$ cat src/rtl/gesture_pkg.sv
// gesture_pkg: zone encoding, counter sizing and threshold helpers shared by the joystick front end.
package gesture_pkg;

    typedef enum logic [1:0] {
        ZONE_CENTER = 2'd0,
        ZONE_LOW    = 2'd1,
        ZONE_HIGH   = 2'd2
    } zone_t;

    function automatic int clog2_min1(input int n);
        return (n > 1) ? $clog2(n) : 1;
    endfunction

    function automatic int mid_of(input int w);
        return 1 << (w - 1);
    endfunction

    function automatic int hi_in_thr(input int w, input int off);
        return mid_of(w) + off;
    endfunction

    function automatic int hi_out_thr(input int w, input int off, input int hyst);
        return mid_of(w) + off - hyst;
    endfunction

    function automatic int lo_in_thr(input int w, input int off);
        return mid_of(w) - off;
    endfunction

    function automatic int lo_out_thr(input int w, input int off, input int hyst);
        return mid_of(w) - off + hyst;
    endfunction

    // The registration edge counts as the first sighting, so the
    // evaluations that follow it need only STABLE_CYCLES-1 more.
    function automatic int commit_need(input int stable);
        return (stable > 1) ? stable - 1 : 1;
    endfunction

endpackage

$ cat src/rtl/axis_zone_fsm.sv
// axis_zone_fsm: one axis of the joystick front end -- hysteresis zone
// candidate, stability commit, level/pulse generation and auto-repeat.
module axis_zone_fsm
    import gesture_pkg::*;
#(
    parameter int WIDTH         = 10,
    parameter int OFFSET        = 450,
    parameter int HYST          = 32,
    parameter int STABLE_CYCLES = 16,
    parameter int REPEAT_CYCLES = 0
) (
    input  logic             clk_i,
    input  logic             rst_i,
    input  logic [WIDTH-1:0] pos_i,
    output logic             lo_o,
    output logic             hi_o,
    output logic             lo_pulse_o,
    output logic             hi_pulse_o
);
    localparam logic [WIDTH:0] HI_IN  = (WIDTH+1)'(hi_in_thr(WIDTH, OFFSET));
    localparam logic [WIDTH:0] HI_OUT = (WIDTH+1)'(hi_out_thr(WIDTH, OFFSET, HYST));
    localparam logic [WIDTH:0] LO_IN  = (WIDTH+1)'(lo_in_thr(WIDTH, OFFSET));
    localparam logic [WIDTH:0] LO_OUT = (WIDTH+1)'(lo_out_thr(WIDTH, OFFSET, HYST));
    localparam int CW = clog2_min1(STABLE_CYCLES + 1);
    localparam int RW = clog2_min1(REPEAT_CYCLES + 1);
    localparam logic [CW:0] NEED = (CW+1)'(commit_need(STABLE_CYCLES));
    localparam logic [RW-1:0] RLAST = RW'((REPEAT_CYCLES > 0) ? REPEAT_CYCLES - 1 : 0);

    zone_t zone_q, zone_d, prev_q, cand;
    logic [CW-1:0] cnt_q, cnt_d;
    logic [RW-1:0] rep_q, rep_d;
    logic [WIDTH:0] p;
    logic [CW:0] run;
    logic commit, fire;
    logic lo_pulse_q, lo_pulse_d, hi_pulse_q, hi_pulse_d;

    always_ff @(posedge clk_i) begin
        if (rst_i) begin
            zone_q     <= ZONE_CENTER;
            prev_q     <= ZONE_CENTER;
            cnt_q      <= '0;
            rep_q      <= '0;
            lo_pulse_q <= 1'b0;
            hi_pulse_q <= 1'b0;
        end else begin
            zone_q     <= zone_d;
            prev_q     <= cand;
            cnt_q      <= cnt_d;
            rep_q      <= rep_d;
            lo_pulse_q <= lo_pulse_d;
            hi_pulse_q <= hi_pulse_d;
        end
    end

    // Leaving a zone needs HYST extra travel back toward MID.
    always_comb begin
        p = {1'b0, pos_i};
        cand = (p > HI_IN || (zone_q == ZONE_HIGH && p > HI_OUT)) ? ZONE_HIGH :
               (p < LO_IN || (zone_q == ZONE_LOW && p < LO_OUT)) ? ZONE_LOW : ZONE_CENTER;
        run = (cand == prev_q) ? {1'b0, cnt_q} + (CW+1)'(2) : (CW+1)'(1);
        commit = cand != zone_q && run >= NEED;
        zone_d = commit ? cand : zone_q;
        cnt_d = (cand == zone_q || cand != prev_q || commit) ? '0 : cnt_q + CW'(1);
        rep_d = '0;
        fire = 1'b0;
        if (REPEAT_CYCLES > 0 && !commit && zone_q != ZONE_CENTER) begin
            fire = rep_q == RLAST;
            rep_d = fire ? '0 : rep_q + RW'(1);
        end
        lo_pulse_d = (commit && cand == ZONE_LOW) || (fire && zone_q == ZONE_LOW);
        hi_pulse_d = (commit && cand == ZONE_HIGH) || (fire && zone_q == ZONE_HIGH);
    end

    assign lo_o       = zone_q == ZONE_LOW;
    assign hi_o       = zone_q == ZONE_HIGH;
    assign lo_pulse_o = lo_pulse_q;
    assign hi_pulse_o = hi_pulse_q;

endmodule

$ cat src/rtl/axis_gesture_debouncer.sv
// axis_gesture_debouncer: joystick front end turning raw X/Y positions and the
// start button into debounced direction levels and one-cycle gesture strobes.
module axis_gesture_debouncer
    import gesture_pkg::*;
#(
    parameter int WIDTH         = 10,
    parameter int OFFSET        = 450,
    parameter int HYST          = 32,
    parameter int STABLE_CYCLES = 16,
    parameter int REPEAT_CYCLES = 0
) (
    input  logic             fast_hz,
    input  logic             rst,
    input  logic [WIDTH-1:0] xPos,
    input  logic [WIDTH-1:0] yPos,
    input  logic             btnStart,
    output logic             btnL,
    output logic             btnR,
    output logic             btnD,
    output logic             btnU,
    output logic             pulseL,
    output logic             pulseR,
    output logic             pulseD,
    output logic             pulseU,
    output logic             btnStartDb,
    output logic             startPulse
);
    localparam logic [WIDTH-1:0] MID = WIDTH'(mid_of(WIDTH));
    localparam int CW = clog2_min1(STABLE_CYCLES + 1);
    localparam logic [CW:0] NEED = (CW+1)'(commit_need(STABLE_CYCLES));

    if (HYST >= OFFSET || OFFSET >= mid_of(WIDTH) || STABLE_CYCLES < 1) begin : g_bad_params
        $error("axis_gesture_debouncer: need HYST < OFFSET < MID and STABLE_CYCLES >= 1");
    end

    logic [WIDTH-1:0] x_q, y_q;
    logic btn_q, sdb_q, sdb_d, sprev_q, spulse_q, spulse_d, s_commit;
    logic [CW-1:0] scnt_q, scnt_d;
    logic [CW:0] s_run;

    always_ff @(posedge fast_hz) begin
        if (rst) begin
            x_q      <= MID;
            y_q      <= MID;
            btn_q    <= 1'b0;
            sdb_q    <= 1'b0;
            sprev_q  <= 1'b0;
            scnt_q   <= '0;
            spulse_q <= 1'b0;
        end else begin
            x_q      <= xPos;
            y_q      <= yPos;
            btn_q    <= btnStart;
            sdb_q    <= sdb_d;
            sprev_q  <= btn_q;
            scnt_q   <= scnt_d;
            spulse_q <= spulse_d;
        end
    end

    // Start button: same stability rule as an axis, with only two zones.
    always_comb begin
        s_run = (btn_q == sprev_q) ? {1'b0, scnt_q} + (CW+1)'(2) : (CW+1)'(1);
        s_commit = btn_q != sdb_q && s_run >= NEED;
        scnt_d = (btn_q == sdb_q || btn_q != sprev_q || s_commit) ? '0 : scnt_q + CW'(1);
        sdb_d = s_commit ? btn_q : sdb_q;
        spulse_d = s_commit && btn_q;
    end

    axis_zone_fsm #(
        .WIDTH(WIDTH), .OFFSET(OFFSET), .HYST(HYST),
        .STABLE_CYCLES(STABLE_CYCLES), .REPEAT_CYCLES(REPEAT_CYCLES)
    ) u_x (
        .clk_i(fast_hz), .rst_i(rst), .pos_i(x_q),
        .lo_o(btnL), .hi_o(btnR), .lo_pulse_o(pulseL), .hi_pulse_o(pulseR)
    );

    axis_zone_fsm #(
        .WIDTH(WIDTH), .OFFSET(OFFSET), .HYST(HYST),
        .STABLE_CYCLES(STABLE_CYCLES), .REPEAT_CYCLES(REPEAT_CYCLES)
    ) u_y (
        .clk_i(fast_hz), .rst_i(rst), .pos_i(y_q),
        .lo_o(btnD), .hi_o(btnU), .lo_pulse_o(pulseD), .hi_pulse_o(pulseU)
    );

    assign btnStartDb = sdb_q;
    assign startPulse = spulse_q;

endmodule

$ cat config.mk
export PLATFORM = sky130hd
export DESIGN_NAME = axis_gesture_debouncer
export DESIGN_NICKNAME = d
export VERILOG_FILES = /design/src/rtl/gesture_pkg.sv /design/src/rtl/axis_zone_fsm.sv /design/src/rtl/axis_gesture_debouncer.sv
export SDC_FILE = /design/constraint.sdc
export NUM_CORES = 1
export LEC_CHECK = 0
export ABC_AREA = 1
export CORE_MARGIN = 2
export CORE_UTILIZATION = 50
export CTS_BUF_LIST = sky130_fd_sc_hd__clkbuf_2
export DETAILED_ROUTE_END_ITERATION = 6
export HOLD_SLACK_MARGIN = 0.03
export PLACE_DENSITY = 0.83
export SETUP_SLACK_MARGIN = 0.15
export SKIP_CTS_REPAIR_TIMING = 1
export SLEW_MARGIN = 5
export SYNTH_ARGS = -nofsm -noshare
export SYNTH_HDL_FRONTEND = slang
export SYNTH_SLANG_ARGS = --single-unit
$ cat constraint.sdc
create_clock -name fast_hz -period 2.2 [get_ports fast_hz]
set_input_delay 0.33 -clock fast_hz [delete_from_list [all_inputs] [get_ports fast_hz]]
set_output_delay 0.33 -clock fast_hz [all_outputs]
set_load 0.1 [all_outputs]
* Word-level counts from Yosys, hierarchy flattened *
Index checks and enable logic that the tools add are counted.

storage, ports and cells
  register bits = 51
  latch bits = 0
  memory bits (writable) = 0
  memory bits (read-only) = 0
  input bits = 23
  output and inout port bits = 10
  logic and storage cells = 86
  memories = 0

operators by class
  $add $sub $neg = 6
  $mul = 0
  div/mod/pow operators = 0
  order comparisons = 11
  eq/ne operators = 20
  shifts and indexed selects = 0
  multiplexer cells = 7
  bitwise operators = 0
  reduce and logical (&&, ||, !) cells = 25

operators with widths
  operator              number
  $gt 10x10->1 const B  4
  $lt 10x6->1 const B   2
  $lt 10x7->1 const B   2
  $add 5x2->6 const B   3
  $ge 6x4->1 const B    3
  $mux 6                3
  $add 5x1->5 const B   3
  $logic_and 1x1->1     12
  $logic_or 1x1->1      10
  $eq 2x1->1 const B    4
  $eq 2x2->1            4
  $eq 2x2->1 const B    4
  $ne 2x2->1            4
  $reduce_or 2->1       3
  $mux 2                2
  $eq 1x1->1            2
  $mux 1                2
  $ne 1x1->1            2

* Depth between registers and ports, before layout *
Gate-level depths: netlist (run 1).

  depth in word-level cells = 11
  mapped depth = 13
  mapped depth without buffers = 13

* Modules after synthesis *
A second synthesis (run 1) with hierarchy kept.

unflattened totals
  cells, all modules = 299
  area, all modules = 2,336.0 um^2

by module, submodules not included
  module                  times used  cells each  area an instance (um^2)  seq. area each (um^2)
  axis_zone_fsm           2           94          686.9                    220.2
  axis_gesture_debouncer  1           111         962.2                    580.6

* Worst setup path after synthesis (run 1) *
No wires, ideal clock.

  path type = reg-to-reg
  from = reg u_x.zone_q[1]
  to = reg u_x.zone_q[0]
  arrival time = 1.680 ns
  path slack = 0.406 ns
  stages on the path, launching flop included = 12
  buffers on the path = 0
  clock period less this slack = 1.794 ns
  path through = dfxtp_1 -> inv_2 -> nor2_4 -> nand2_2 -> a21oi_4 -> nand2_1 -> nand2_1 -> nand2_2 -> nor2_4 -> nand3_1 -> nand2_1 -> nand2_1

RTL lines
  what                    line                          source
  from (decl)             axis_zone_fsm.sv:29           zone_t zone_q, zone_d, prev_q, cand;
  from (signal assigned)  axis_zone_fsm.sv:46           zone_q <= zone_d;
  $eq 2x2->1 (*)          -
  via btnR                axis_gesture_debouncer.sv:18  output logic btnR,
  $logic_and 1x1->1 (*)   axis_zone_fsm.sv:58           cand = (p > HI_IN || (zone_q == ZONE_HIGH && p > HI_OUT)) ? ZONE_HIGH :
  $logic_or 1x1->1 (*)    axis_zone_fsm.sv:58
  $mux 2 (*)              axis_zone_fsm.sv:58
  $eq 2x2->1              axis_zone_fsm.sv:60           run = (cand == prev_q) ? {1'b0, cnt_q} + (CW+1)'(2) : (CW+1)'(1);
  $mux 6                  axis_zone_fsm.sv:60
  $ge 6x4->1              axis_zone_fsm.sv:61           commit = cand != zone_q && run >= NEED;
  $logic_and 1x1->1       axis_zone_fsm.sv:61

The timed path passes the listed nets; every way through them passes the cells marked *.
A chain may end at the register's enable or synchronous reset.

* Final worst setup path (run 1) *
  from = reg u_x.zone_q[0]
  to = out btnL

on the way
  word-level cells in the longest chain between the ends = 1

ends and longest elaborated chain
  what        line                          source
  $eq 2x1->1  axis_zone_fsm.sv:74           assign lo_o = zone_q == ZONE_LOW;
  to (decl)   axis_gesture_debouncer.sv:17  output logic btnL,

Every way passes these cells.

==> results of run 1 <==
-- critical path: stages, from the launching register on --
cell	delay [ns]
dfxtp_1	0.52
nand2_1	0.11
inv_1	0.06
buf_4	0.28
-- cell type report --
class | count | area, sq um
Clock buffer | 6 | 30.0
Clock inverter | 2 | 7.51
Fill cell | 406 | 1720
Inverter | 50 | 188
Multi-Input combinational cell | 192 | 991
Sequential cell | 51 | 1020
Tap cell | 52 | 65.1
Timing Repair Buffer | 33 | 303
-- metrics by stage --
| step | area [sq um] | worst slack [ns] | hold slack (ns) |
|---|---|---|---|
| 2_1_floorplan | 2220 | 0.406 | 0.425 |
| 3_3_place_gp | 2570 | 0.489 | 0.448 |
| 3_5_place_dp | 2570 | 0.442 | 0.463 |
| 4_1_cts | 2610 | 0.498 | 0.372 |
| 5_1_grt | 2610 | 0.401 | 0.391 |
| 6_report | 2610 | 0.506 | 0.395 |
-- power groups by stage --
stage               clock network, uW  logic, uW  registers (uW)
global route                      384        134             972
CTS                               360        119             968
finish                            347        117             967
floorplan                           0       69.2             981
global placement                    0        115             985
detailed placement                  0        118             986
-- layer usage --
metal  global-route usage (%)  up-vias  part of all wire, %
li1                         -      979                    -
met1                     18.8      820                   48
met2                     27.9       36                   47
met3                     3.56       12                  3.6
met4                     5.03        0                  1.7
met5                        0        -                    0
-- final timing paths --
check / startpoint / endpoint / slack (ns) / cells past startpoint
min reg2reg: u_y.cnt_q[0]$_SDFF_PP0_ / u_y.cnt_q[0]$_SDFF_PP0_ / 0.50 / 1
min: yPos[4] / y_q[4]$_SDFF_PP0_ / 0.39 / 3
max: u_x.zone_q[0]$_SDFFE_PP0P_ / btnL / 0.51 / 3
max reg2reg: u_x.zone_q[0]$_SDFFE_PP0P_ / u_x.zone_q[1]$_SDFFE_PP0P_ / 0.67 / 11
-- layout by cell type (no fill, tap or decap) --
cell type,n
nand2_2,4
inv_1,48
dfxtp_1,51
o2111ai_1,1
or2_2,2
nor2_4,2
ha_1,6
xor2_1,9
clkbuf_2,6
buf_4,11
nor2_1,55
o21ai_0,3
inv_2,2
xnor2_1,4
nand3_1,19
nand4_1,9
clkinv_1,2
a21oi_4,1
nand2_1,62
o21a_1,1
nor2_2,1
clkdlybuf4s50_1,22
nand3b_1,3
nor3b_1,1
a21oi_1,4
nand3_2,3
a21oi_2,2
-- logic make-up after synthesis --
group           count (synthesis)  share of synthesized area [%]
xor+xnor                       13                           5.12
buf+inv                        54                           9.56
compound gates                 12                           3.82
flops                          51                           45.9
simple gates                  161                           32.2
fa+ha+maj                       6                           3.37
-- registers in the layout (all words and copies together), names as in the netlist, 2 cells and up --
| name | flops |
|---|---|
| x_q | 10 |
| y_q | 10 |
| scnt_q | 5 |
| u_x.cnt_q | 5 |
| u_y.cnt_q | 5 |
| u_x.prev_q | 2 |
| u_x.zone_q | 2 |
| u_y.prev_q | 2 |
| u_y.zone_q | 2 |
==> flow_summary.toml, run 1 <==
[status]
status = "completed"

[global_routing]
overflow = 0
grtUsageTotal_pct = 15.7
antenna_found_initial = 0
grt_pass1_wl_microns = 6470
grt_max_degree = 20
first_global_vias = 1663

[pwr]
combPwrFrac_pct = 8.2
power_density_nw_per_um2 = 550
p_int_uw = 1090
power_uw = 1430
switching_share_pct = 23.9
p_seq_share_pct = 67.6
ir_drop_v = 0.000305
p_leak_uw = 0.00125
clockPowerShare_pct = 24.2
p_sw_uw = 342

[placement]
place_congestion = 0.829
dpl.cell_count = 378
io_buffers = 32
hpwl_microns = 2900

[layout]
final_nets = 362
synthToLayoutAreaGrowth_pct = 17.1
diodes = 0
final_core_util_pct = 60.2
drive_gt1_share_pct = 10.2
finalNonFillerCells = 386

[synth]
syn_avg_cell_area_sq_um = 7.49
ys_warn_count = 0
yosysMostFrequentCell = "nand2_1"
syn_inst = 297
yosysUniqueCellTypes = 25
synth_area_sq_um = 2220
synth_edf_count = 0
yosys_register_bits = 51
synth_ff_type = "dfxtp_1"
ys_top_cells_by_area = "dfxtp_1, nand2_1, nor2_1, inv_1, nand3_1"
synthesis.nets = 326
ys_seq_area_share_pct = 45.9
synth_top_area_share_pct = 45.9
netlist_top_cells_count = "nand2_1, nor2_1, dfxtp_1, inv_1, nand3_1"
synth_top_area_cell = "dfxtp_1"
synthArstFlopShare_pct = 0

[die]
fp.dieH_microns = 70.7
rows = 24
start_util_pct = 51.4
dieArea_sq_um = 5000
core_sq_um = 4320
io_pins = 33
die_w_microns = 70.7

[worst_setup_path]
path_max_fanout = 5
worstPathRequired_ns = 1.87
crit_type = "reg2out"
cp-end-kind = "output pin"
critPathLaunchType = "flop"
cp.arrival_ns = 1.36

[clock_tree]
h-tree-depth = 2
cts_buffer_depth = 2
clkLatencyLatePin_ns = 0.41
cts-root-buf = "clkbuf_2"
clkTransAtPathRegs_ns = 0.22
cts_tree = "yes"
cts_buffers = 5
cts_sinks = 51

[timing]
maxSlewHeadroom_pct = 56.5
worst_slew_pin_slew_ns = 0.650
fmax_ghz = 0.590
skew_ns = 0.0151
hold_viol = 0
slew_violations = 0
tns_ns = 0
fin_crit_ns = 1.69
rsz0062_at_grt = "no"
finalSetupViolCount = 0
post-route-period-util_pct = 77.0

[routing]
drt_iter0_drc = 68
antenna_left = 0
wire_per_inst_microns = 9.49
drt-pass1-iter-count = 6
via_count = 1847
drc = 0
wirelength_microns = 3660
via_per_inst = 4.78

[hold_path]
hold_class = "in2reg"

[flow_run]
max-cap-violations = 0
No activity file was read; power rests on OpenSTA's default activity.
==> run 2: changes to the inputs <==
==> constraint.sdc (replaced) <==
create_clock -name fast_hz -period 1.6 [get_ports fast_hz]
set_input_delay 0.24 -clock fast_hz [delete_from_list [all_inputs] [get_ports fast_hz]]
set_output_delay 0.24 -clock fast_hz [all_outputs]
set_load 0.1 [all_outputs]
==> run 2 against run 1 <==
Compared with the run above: power increased by 53%; clock-buffer cell count decreased by 1; largest power group unchanged; clock power increased by 93%; critical path depth increased by 6; die area unchanged; cell count increased by 2.8%; sequential power increased by 38%; largest cell class is now multi-input combinational cells; hold slack got worse by 0.12 ns; routed wire length increased by 30%; register-to-register slack got worse by 0.57 ns; clock skew increased by 0.0059 ns.
==> flow_summary.toml, run 2 (same netlist as run 1, synthesis figures left out) <==
[worst_setup_path]
cp.arrival_ns = 1.90
crit_path_max_incr_delay_ns = 0.42
critPathLaunchType = "flop"
worstPathRequired_ns = 2.00
worstReg2RegEnd = "u_y.zone_q[1]$_SDFFE_PP0P_"
cp_top_family = "simple AND/OR/NAND/NOR gates"
reg2reg_depth = 9
path_max_fanout = 4
crit_chain = "inv_4 -> nand3_2 -> a21oi_2 -> nand2_2 -> nand2_2 -> nand2_2 -> nor2_4 -> nand4_1 -> nand2_1"
worst_path_most_repeated_cell = "nand2_2"
r2r_setup_slack_ns = 0.10
cp-end-kind = "flop"
slowest_stage = "dfxtp_4"
crit_type = "reg2reg"
cp_num_buf_inv = 1
r2r_start = "u_y.zone_q[1]$_SDFFE_PP0P_"

[die]
core_sq_um = 4320
dieArea_sq_um = 5000
rows = 24
start_util_pct = 51.4
fp.dieH_microns = 70.7
die_w_microns = 70.7
io_pins = 33

[global_routing]
antenna_found_initial = 0
overflow = 0
grtUsageTotal_pct = 18.6
grt_util_met1_pct = 21.1
grt.busiest_layer = "met2"
grt_use_met3_pct = 5.84
first_global_vias = 1770
met2_usage_pct = 32.6
grt_max_degree = 36
grt_pass1_wl_microns = 7400

[timing]
fin_crit_ns = 1.50
maxSlewHeadroom_pct = 83.1
worst_slew_pin_slew_ns = 0.254
rsz0062_at_grt = "yes"
fmax_ghz = 0.668
skew_ns = 0.0210
slew_violations = 0
post-route-period-util_pct = 93.5
whs_ns = 0.275
hold_viol = 0
finalSetupViolCount = 0
tns_ns = 0

[pwr]
ir_drop_v = 0.000448
p_leak_uw = 0.00140
power_density_nw_per_um2 = 706

[layout]
final_nets = 373
fillers = 317
diodes = 0
fin_area_sq_um = 3110
drive_gt1_share_pct = 30.7
final_common_cell = "nor2_1"
layout_common_cells = "nor2_1, nand2_1, inv_1"
synthToLayoutAreaGrowth_pct = 39.7
top_regs = "x_q x10, y_q x10"

[flow_run]
max-cap-violations = 0

[clock_tree]
cts_sinks = 51
cts_buffers = 5
clkTransAtPathRegs_ns = 0.25
cts_buffer_depth = 2
cts-root-buf = "clkbuf_2"
cts_tree = "yes"
clkLatencyLatePin_ns = 0.43
h-tree-depth = 2

[routing]
wire_per_inst_microns = 12.0
wirelength_microns = 4760
drt_iter0_drc = 66
drt-pass1-iter-count = 5
antenna_left = 0
via_count = 1978
via_per_inst = 4.98
drc = 0

[placement]
io_buffers = 32
dpl-instance-area_sq_um = 2720
place_congestion = 0.854
hpwl_microns = 3070

[hold_path]
hold_end = "y_q[5]$_SDFF_PP0_"
holdPathStages = 3
hp-start = "yPos[5]"
hold_class = "in2reg"

[status]
status = "completed"
## run 2: cell count changes in the layout (fill, tap and decap cells not counted), sizes merged
| cell | change |
|---|---|
| bufinv | +1 |
| clkbuf | -1 |
| buf | +11 |
## run 2: worst max-delay path by stage
stage | start | end | cells after the start
2_1_floorplan | u_x.zone_q[1]$_SDFFE_PP0P_ | u_x.zone_q[1]$_SDFFE_PP0P_ | 11
3_3_place_gp | u_y.zone_q[1]$_SDFFE_PP0P_ | u_y.zone_q[0]$_SDFFE_PP0P_ | 10
3_5_place_dp | u_y.zone_q[1]$_SDFFE_PP0P_ | u_y.zone_q[0]$_SDFFE_PP0P_ | 10
4_1_cts | u_y.zone_q[1]$_SDFFE_PP0P_ | u_y.cnt_q[3]$_SDFF_PP0_ | 9
5_1_grt | u_x.cnt_q[1]$_SDFF_PP0_ | u_x.cnt_q[2]$_SDFF_PP0_ | 8
6_report | u_y.zone_q[1]$_SDFFE_PP0P_ | u_y.zone_q[1]$_SDFFE_PP0P_ | 9
## run 2: final cells by class
cell class                      instances  area, sq um  area share, %
Clock buffer                            5         25.0          0.805
Clock inverter                          3         43.8           1.41
Inverter                               50          200           6.44
Multi-Input combinational cell        192         1190           38.3
Sequential cell                        51         1050           33.9
Tap cell                               52         65.1           2.09
Timing Repair Buffer                   44          531           17.1
## run 2: stage by stage
stage	setup slack, ns	util, %	std cells	total power [uW]
6_report	0.104	71.8	397	2190
5_1_grt	0.00533	71.8	397	2290
4_1_cts	0.0102	64.4	386	2180
3_5_place_dp	0.0520	62.8	378	1520
3_3_place_gp	0.106	62.8	378	1520
2_1_floorplan	-0.148	-	297	1450
## run 2: metal layers
metal  up-vias  routed length, microns
li1       1005                       -
met1       918                    1880
met2        43                    2600
met3        12                     171
met4         0                     110
met5         -                       0
## run 2: tightest hold or removal path: stages
cell and delay, ns:
clkdlybuf4s50_1 0.39, inv_1 0.05, nor2_1 0.03
## run 2: report_power, final
group,leakage (uW),internal [uW],switching [uW]
registers,0.000426,1300,25.9
logic,0.000926,100,95.6
clock network,0.0000429,265,406
